<file path="src/rtl/sdr_app_arbiter.sv">
`default_nettype none
// ============================================================================
//  Module   : sdr_app_arbiter
//  Brief    : Two-port round-robin arbiter in front of the sdrc_core
//             application port. It grants one requester, holds the grant for
//             the whole transaction and steers the request, write-data and
//             read-data handshakes to the owner.
//  Revision : 1.0 - initial release
// ============================================================================
module sdr_app_arbiter #(
    parameter int APP_AW = 26,
    parameter int bl     = 9,
    parameter int dw     = 32
) (
    input  logic                sdram_clk,
    input  logic                resetn,
    input  logic                sdr_init_done,

    input  logic                p0_req,
    input  logic [APP_AW-1:0]   p0_req_addr,
    input  logic [bl-1:0]       p0_req_len,
    input  logic                p0_req_wr_n,
    output logic                p0_req_ack,
    input  logic [dw-1:0]       p0_wr_data,
    input  logic [dw/8-1:0]     p0_wr_en_n,
    output logic                p0_wr_next,
    output logic                p0_rd_valid,
    output logic                p0_last_rd,

    input  logic                p1_req,
    input  logic [APP_AW-1:0]   p1_req_addr,
    input  logic [bl-1:0]       p1_req_len,
    input  logic                p1_req_wr_n,
    output logic                p1_req_ack,
    input  logic [dw-1:0]       p1_wr_data,
    input  logic [dw/8-1:0]     p1_wr_en_n,
    output logic                p1_wr_next,
    output logic                p1_rd_valid,
    output logic                p1_last_rd,

    output logic [dw-1:0]       rd_data,

    output logic                app_req,
    output logic [APP_AW-1:0]   app_req_addr,
    output logic [bl-1:0]       app_req_len,
    output logic                app_req_wr_n,
    input  logic                app_req_ack,
    output logic [dw-1:0]       app_wr_data,
    output logic [dw/8-1:0]     app_wr_en_n,
    input  logic                app_wr_next_req,
    input  logic [dw-1:0]       app_rd_data,
    input  logic                app_rd_valid,
    input  logic                app_last_rd,

    output logic                owner,
    output logic                busy
);

    typedef enum logic [1:0] {
        S_IDLE  = 2'd0,
        S_REQ   = 2'd1,
        S_WDATA = 2'd2,
        S_RDATA = 2'd3
    } state_t;

    localparam logic [bl-1:0] c_one = {{(bl-1){1'b0}}, 1'b1};

    state_t             r_state;
    state_t             w_state_nxt;
    logic               r_owner;
    logic               w_owner_nxt;
    logic               r_last_grant;
    logic               w_last_grant_nxt;
    logic [bl-1:0]      r_len;
    logic [bl-1:0]      w_len_nxt;
    logic [bl-1:0]      r_cnt;
    logic [bl-1:0]      w_cnt_nxt;

    logic [APP_AW-1:0]  w_own_addr;
    logic [bl-1:0]      w_own_len;
    logic               w_own_wr_n;
    logic [dw-1:0]      w_own_wr_data;
    logic [dw/8-1:0]    w_own_wr_en_n;
    logic [bl-1:0]      w_eff_len;
    logic [bl-1:0]      w_cnt_inc;
    logic               w_wr_route;
    logic               w_rd_route;

    // Request and write-data fields of whichever port currently owns the grant
    assign w_own_addr    = r_owner ? p1_req_addr : p0_req_addr;
    assign w_own_len     = r_owner ? p1_req_len  : p0_req_len;
    assign w_own_wr_n    = r_owner ? p1_req_wr_n : p0_req_wr_n;
    assign w_own_wr_data = r_owner ? p1_wr_data  : p0_wr_data;
    assign w_own_wr_en_n = r_owner ? p1_wr_en_n  : p0_wr_en_n;

    // A zero-length burst still moves one beat, so completion counts it as 1
    assign w_eff_len = (w_own_len == '0) ? c_one : w_own_len;
    assign w_cnt_inc = r_cnt + c_one;

    // Write beats are routed from the ack cycle onward; read beats only in RDATA
    assign w_wr_route = app_wr_next_req &&
                        ((r_state == S_WDATA) ||
                         ((r_state == S_REQ) && app_req_ack && !w_own_wr_n));
    assign w_rd_route = app_rd_valid && (r_state == S_RDATA);

    // State and bookkeeping registers, synchronous active-low reset
    always_ff @(posedge sdram_clk) begin
        if (!resetn) begin
            r_state      <= S_IDLE;
            r_owner      <= 1'b0;
            r_last_grant <= 1'b1;
            r_len        <= '0;
            r_cnt        <= '0;
        end else begin
            r_state      <= w_state_nxt;
            r_owner      <= w_owner_nxt;
            r_last_grant <= w_last_grant_nxt;
            r_len        <= w_len_nxt;
            r_cnt        <= w_cnt_nxt;
        end
    end

    // Arbitration and transaction progress: next state and bookkeeping values
    always_comb begin
        w_state_nxt      = r_state;
        w_owner_nxt      = r_owner;
        w_last_grant_nxt = r_last_grant;
        w_len_nxt        = r_len;
        w_cnt_nxt        = r_cnt;
        case (r_state)
            S_IDLE: begin
                if (sdr_init_done && (p0_req || p1_req)) begin
                    // On a tie the port that did not finish last wins
                    w_owner_nxt = (p0_req && p1_req) ? ~r_last_grant : p1_req;
                    w_cnt_nxt   = '0;
                    w_state_nxt = S_REQ;
                end
            end
            S_REQ: begin
                if (app_req_ack) begin
                    w_len_nxt = w_eff_len;
                    if (w_own_wr_n) begin
                        w_state_nxt = S_RDATA;
                    end else if (app_wr_next_req) begin
                        // A beat coincident with the ack counts toward the burst
                        w_cnt_nxt = w_cnt_inc;
                        if (w_cnt_inc == w_eff_len) begin
                            w_state_nxt      = S_IDLE;
                            w_last_grant_nxt = r_owner;
                        end else begin
                            w_state_nxt = S_WDATA;
                        end
                    end else begin
                        w_state_nxt = S_WDATA;
                    end
                end
            end
            S_WDATA: begin
                if (app_wr_next_req) begin
                    w_cnt_nxt = w_cnt_inc;
                    if (w_cnt_inc == r_len) begin
                        w_state_nxt      = S_IDLE;
                        w_last_grant_nxt = r_owner;
                    end
                end
            end
            S_RDATA: begin
                if (app_rd_valid && app_last_rd) begin
                    w_state_nxt      = S_IDLE;
                    w_last_grant_nxt = r_owner;
                end
            end
            default: begin
                w_state_nxt = S_IDLE;
            end
        endcase
    end

    // Steer core-side requests and per-port strobes to and from the owner
    always_comb begin
        app_req      = (r_state == S_REQ);
        app_req_addr = w_own_addr;
        app_req_len  = w_own_len;
        app_req_wr_n = w_own_wr_n;
        app_wr_data  = w_own_wr_data;
        app_wr_en_n  = '1;
        if ((r_state == S_REQ) || (r_state == S_WDATA)) begin
            app_wr_en_n = w_own_wr_en_n;
        end

        p0_req_ack  = app_req_ack && (r_state == S_REQ) && !r_owner;
        p1_req_ack  = app_req_ack && (r_state == S_REQ) &&  r_owner;
        p0_wr_next  = w_wr_route && !r_owner;
        p1_wr_next  = w_wr_route &&  r_owner;
        p0_rd_valid = w_rd_route && !r_owner;
        p1_rd_valid = w_rd_route &&  r_owner;
        p0_last_rd  = w_rd_route && app_last_rd && !r_owner;
        p1_last_rd  = w_rd_route && app_last_rd &&  r_owner;

        rd_data = app_rd_data;
        owner   = r_owner;
        busy    = (r_state != S_IDLE);
    end

endmodule
`default_nettype wire

</file>
<file path="config.mk">
export PLATFORM = sky130hd
export DESIGN_NAME = sdr_app_arbiter
export DESIGN_NICKNAME = d
export VERILOG_FILES = /design/src/rtl/sdr_app_arbiter.sv
export SDC_FILE = /design/constraint.sdc
export NUM_CORES = 1
export LEC_CHECK = 0
export BUFFER_PORTS_ARGS = -buffer_cell sky130_fd_sc_hd__buf_2
export CAP_MARGIN = 5
export CORE_AREA = 2 2 115 117
export DETAILED_ROUTE_END_ITERATION = 12
export DIE_AREA = 0 0 117 119
export GPL_ROUTABILITY_DRIVEN = 0
export PLACE_DENSITY = 0.55
export SLEW_MARGIN = 10
export SYNTH_ARGS = -nofsm -noshare
export SYNTH_HDL_FRONTEND = slang
export SYNTH_SLANG_ARGS = --single-unit
</file>
<file path="constraint.sdc">
create_clock -name sdram_clk -period 3.24 [get_ports sdram_clk]
set_clock_uncertainty 0.2 [all_clocks]
set_input_delay 0.486 -clock sdram_clk [delete_from_list [all_inputs] [get_ports sdram_clk]]
set_output_delay 0.486 -clock sdram_clk [all_outputs]
set_load 0.1 [all_outputs]
</file>
## Word-level counts from Yosys, hierarchy flattened

Index checks and enable logic that the tools add are counted.

| storage, ports and cells | value |
|---|---|
| flip-flop bits (word level) | 22 |
| latch bits | 0 |
| bits in writable memories | 0 |
| bits in read-only memories | 0 |
| bits of input ports | 185 |
| output and inout port bits | 115 |
| logic and storage cells | 81 |
| memories kept | 0 |

| operators by class | value |
|---|---|
| add/sub/neg operators | 1 |
| $mul | 0 |
| div/mod/pow operators | 0 |
| $lt $le $gt $ge | 0 |
| eq/ne operators | 13 |
| shift operators | 0 |
| mux-type cells | 30 |
| bitwise logic cells | 1 |
| reduce and logical (&&, ||, !) cells | 31 |

Operators with widths:

| cell | count |
|---|---|
| $mux 9 | 6 |
| $mux 32 | 1 |
| $pmux 9 s3 | 1 |
| $mux 26 | 1 |
| $eq 9x9->1 | 2 |
| $logic_and 1x1->1 | 16 |
| $mux 2 | 8 |
| $add 9x1->9 const B | 1 |
| $logic_not 9->1 | 1 |
| $mux 1 | 9 |
| $mux 4 | 2 |
| $ne 2x1->1 const B | 4 |
| $ne 2x2->1 const B | 4 |
| $pmux 2 s4 | 1 |
| $reduce_and 8->1 | 1 |
| $reduce_bool 3->1 | 2 |
| $reduce_and 5->1 | 1 |
| $eq 2x2->1 const B | 2 |
| $reduce_and 2->1 | 2 |
| $reduce_and 4->1 | 1 |
| $logic_or 1x1->1 | 3 |
| $pmux 1 s3 | 1 |
| $eq 2x1->1 const B | 1 |
| $logic_not 1->1 | 2 |
| other kinds (3) | 3 |

## Logic depth before layout (Yosys ltp)

| logic depth | value |
|---|---|
| depth after elaboration | 9 |
| depth in mapped cells | 9 |
| mapped depth without buffers | 8 |

## Least setup slack after synthesis

No wires, ideal clock.

| timing | value |
|---|---|
| path kind | register to output |
| from | register r_owner, in the netlist owner |
| to | output port p1_wr_next |
| data arrival time | 2.893 ns |
| data required time | 2.554 ns |
| slack | -0.339 ns |
| stages on the path, launching flop included | 6 |
| buffers on the path | 4 |
| cells stage by stage | dfxtp_1 buf_6 buf_6 clkbuf_1 buf_1 and3_1 |

| between the ends | value |
|---|---|
| word-level cells in the longest chain between the ends | 6 |

RTL lines:

| element | RTL line | source |
|---|---|---|
| start, declared | 70 | `logic r_owner;` |
| start signal, assigned | 116 | `r_owner <= w_owner_nxt;` |
| $mux 1 | 92 | `assign w_own_wr_n = r_owner ? p1_req_wr_n : p0_req_wr_n;` |
| $logic_not 1->1 | 103 | `((r_state == S_REQ) && app_req_ack && !w_own_wr_n));` |
| $logic_and 1x1->1 | 103 |  |
| $logic_or 1x1->1 | 102 | `((r_state == S_WDATA) \|\|` |
| $logic_and 1x1->1 | 101 | `assign w_wr_route = app_wr_next_req &&` |
| $logic_and 1x1->1 (*) | 194 | `p1_wr_next = w_wr_route && r_owner;` |
| end, declared | 37 | `output logic p1_wr_next,` |

Every way passes the cells marked *; elsewhere a longest branch is shown, timed or not.

## Worst setup path in the final report

| timing | value |
|---|---|
| from | register r_state[1] |
| to | output port p1_wr_next |

| between the ends | value |
|---|---|
| word-level cells in the longest chain between the ends | 6 |

RTL lines:

| element | RTL line | source |
|---|---|---|
| start, declared | 68 | `state_t r_state;` |
| start signal, assigned | 115 | `r_state <= w_state_nxt;` |
| $eq 2x1->1 | 103 |  |
| $logic_and 1x1->1 (2 in series) | 103 |  |
| $logic_or 1x1->1 (*) | 102 |  |
| $logic_and 1x1->1 (*) | 101 |  |
| $logic_and 1x1->1 (*) | 194 |  |

Marked as above.

==> metrics.txt <==
Rel. slew slack roughly 55%; Initial Util ~22%; Via-to-Cell Ratio about 4.5; Num Clock Sinks 22; Critical Path Sink p1_wr_next; GR Layer Usage met3 6.26%; Post-CTS Setup Bufs 0; num ports 300; cts hold-fix bufs 0; Final Hold Viols 0; max-cap viol count 0; GRT met2 Usage about a quarter; met1 Use GR roughly a fifth; Worst path slowest cell buf_2; # DRC 0; CTS max path bufs 2; clk root buf clkbuf_16; Synth Net Count 524; Fin Hold WS 0.315 ns; Post-DP HPWL between 10 and 15 mm; Detailed Route Iter0 Violations 124; Routed Antenna Nets 0; Mapped Area 2810 µm²; Hold/Removal Path Class register to register; Clk pin slew, worst setup/hold paths 0.06 ns; worst hold path cell count 2; fin. max-slew vios 0; reg2reg setup slack around 0.46 ns; Critical Path RT 2.55 ns; cts bufs inserted 3; RSZ-0062 raised after global routing no; Layout area overhead 41.5%; Worst Reg-to-Reg Cells 8; Syn Area/Cell 8.41 µm²; global-route wire length before repair between 15 and 20 mm; TritonCTS clock tree yes; grt peak-use layer met2; Overflow after GRT 0; Vias about 3.2k; number of synthesized flops with an enable pin 0; CP Capture Type output pin; worst path arrival time 2.17 ns; Resized cells post-CTS 0; die area 13900 µm²; Pre-Repair DR Iteration Count 4; peak supply drop ~0.35 mV; Worst Setup SP r_state[1]$_SDFFE_PN0P_; status complete, no violations; FP Rows 42; die width 117 µm; Worst R2R End r_last_grant$_SDFFE_PN1P_; commonest cells in the netlist 59 x mux2_2, 37 x buf_4, 36 x nand2_1; Synth Instances 334; chip height 119 µm; GRT Total Usage 16.3%; per-cell routed wire length 17.1 µm; leakage power 2.00 nW; yosys warns 0; prevailing post-synth register cell dfxtp_1; PD cells 669 nW/µm²; Worst Setup Path Type register to output pin; Reg-to-Reg Start r_cnt[1]$_SDFFE_PN0P_; Post-Route WL 12.0 mm; PortBufs 235; Tcrit/Tclk final a little under 90%; final setup margin 0.387 ns; register bit count reported by yosys 22; setup slack at placement 0.492 ns; placed cell areas 3870 µm²; Max Fclk 0.351 GHz; Synth top area share 23.7%; CTS H-Tree Depth 1; # nets final around 700; Async SR Flop Fraction 0%; Placed Cells between 600 and 700; core area 12900 µm²; crit path max fanout 8; Tightest Pin Transition about 0.68 ns; overall power 2.66 mW; Finished Layout Cells 702; cell taking the most area after synthesis mux2_2; Unique masters post-synth 50; final instance area 3970 µm²; Critical Path Max Stage Delay 0.44 ns; share of cells above drive strength 1 between 50% and 60%; final setup vio count 0; post-synthesis sequential area ratio between 10% and 20%; fin crit period around 2.9 ns; largest net degree at the start of global routing 41; later-pin clock latency in the skew report about 0.26 ns; initial antenna violation count 8; Area contributors post-synth mux2_2 24%, dfxtp_1 16%, buf_4 9.9%; CP cell instances inv_1, ha_1, nand2_1, o21ai_0, and3_2, buf_2; vias in the first global route 3136; count leader, synth mux2_2; Critical Path Source Type register; number of fill cells in the layout 1372
-- registers in the layout, indices dropped and copies added (netlist names) --
signal and flops:
r_cnt 9, r_len 9, r_state 2, owner 1
r_last_grant 1
-- through the flow --
| step | setup TNS, ns | util, % |
|---|---|---|
| after floorplan | -0.611 | - |
| after global placement | 0 | 30.1 |
| after detailed placement | 0 | 30.1 |
| after CTS | 0 | 30.8 |
| after global routing | 0 | 30.8 |
| final | 0 | 30.9 |
-- how the worst min path moves through the flow --
stage | start | to | slack [ns]
floorplan | r_state[1]$_SDFFE_PN0P_ | r_state[1]$_SDFFE_PN0P_ | 0.27
CTS | r_state[0]$_SDFFE_PN0P_ | r_state[0]$_SDFFE_PN0P_ | 0.31
global route | r_len[3]$_SDFFE_PN0P_ | r_len[3]$_SDFFE_PN0P_ | 0.34
global placement | r_state[0]$_SDFFE_PN0P_ | r_state[0]$_SDFFE_PN0P_ | 0.28
detailed placement | r_state[1]$_SDFFE_PN0P_ | r_state[1]$_SDFFE_PN0P_ | 0.30
finish | r_state[1]$_SDFFE_PN0P_ | r_state[1]$_SDFFE_PN0P_ | 0.32
-- logic make-up (layout without fill, tap and decap cells) --
family / Yosys count / count (layout) / share of synthesized area (%)
and+or+nand+nor: 92 / 92 / 16.4
muxes: 75 / 75 / 29.9
buffers and inverters: 72 / 260 / 15.2
AOI/OAI and AO/OA: 44 / 44 / 12.1
xor gates and xnor gates: 24 / 24 / 8.47
DFF: 22 / 22 / 15.7
adders and majority gates: 5 / 5 / 2.23
other: 0 / 4 / 0
-- layout by cell type (no fill, tap or decap), types with 5 or more instances in the layout --
cell and instances:
buf_2 235, nor3_1 7, nand2_1 36, nor4_1 5, o21ai_0 7, o211a_1 10
mux2i_1 14, inv_1 16, nor2_1 12, xnor2_1 17, a21oi_1 11, xor2_1 5
nor2b_1 7, ha_1 5, nand3_1 5, mux2_2 59, dfxtp_1 21
-- critical path: cells and delay by family (launching register included) --
family | cells | cell delay [ns]
flops | 1 | 0.34
simple gates | 2 | 0.47
fa+ha+maj | 1 | 0.36
compound gates | 1 | 0.19
buf+inv | 2 | 0.53
-- per-layer routing --
| layer | up-vias | wire (µm) |
|---|---|---|
| li1 | 1516 | - |
| met1 | 1462 | 4950 |
| met2 | 164 | 5570 |
| met3 | 16 | 1310 |
| met4 | 4 | 129 |
| met5 | - | 26 |
-- power by group --
part | leakage [nW] | internal (mW) | switching, mW
combinational | 1.78 | 0.472 | 1.52
clock | 0.0442 | 0.189 | 0.109
sequential | 0.180 | 0.316 | 0.0521
-- layout make-up --
cell class	instances	area, µm²	share of cell area, %
timing repair buffer	239	1210	30.4
clock buffer	4	88.8	2.24
multi-input combinational	240	1940	48.8
tap	176	220	5.54
antenna	4	10.0	0.252
inverter	17	63.8	1.61
sequential	22	444	11.2
(Power assumes the default switching activity.)
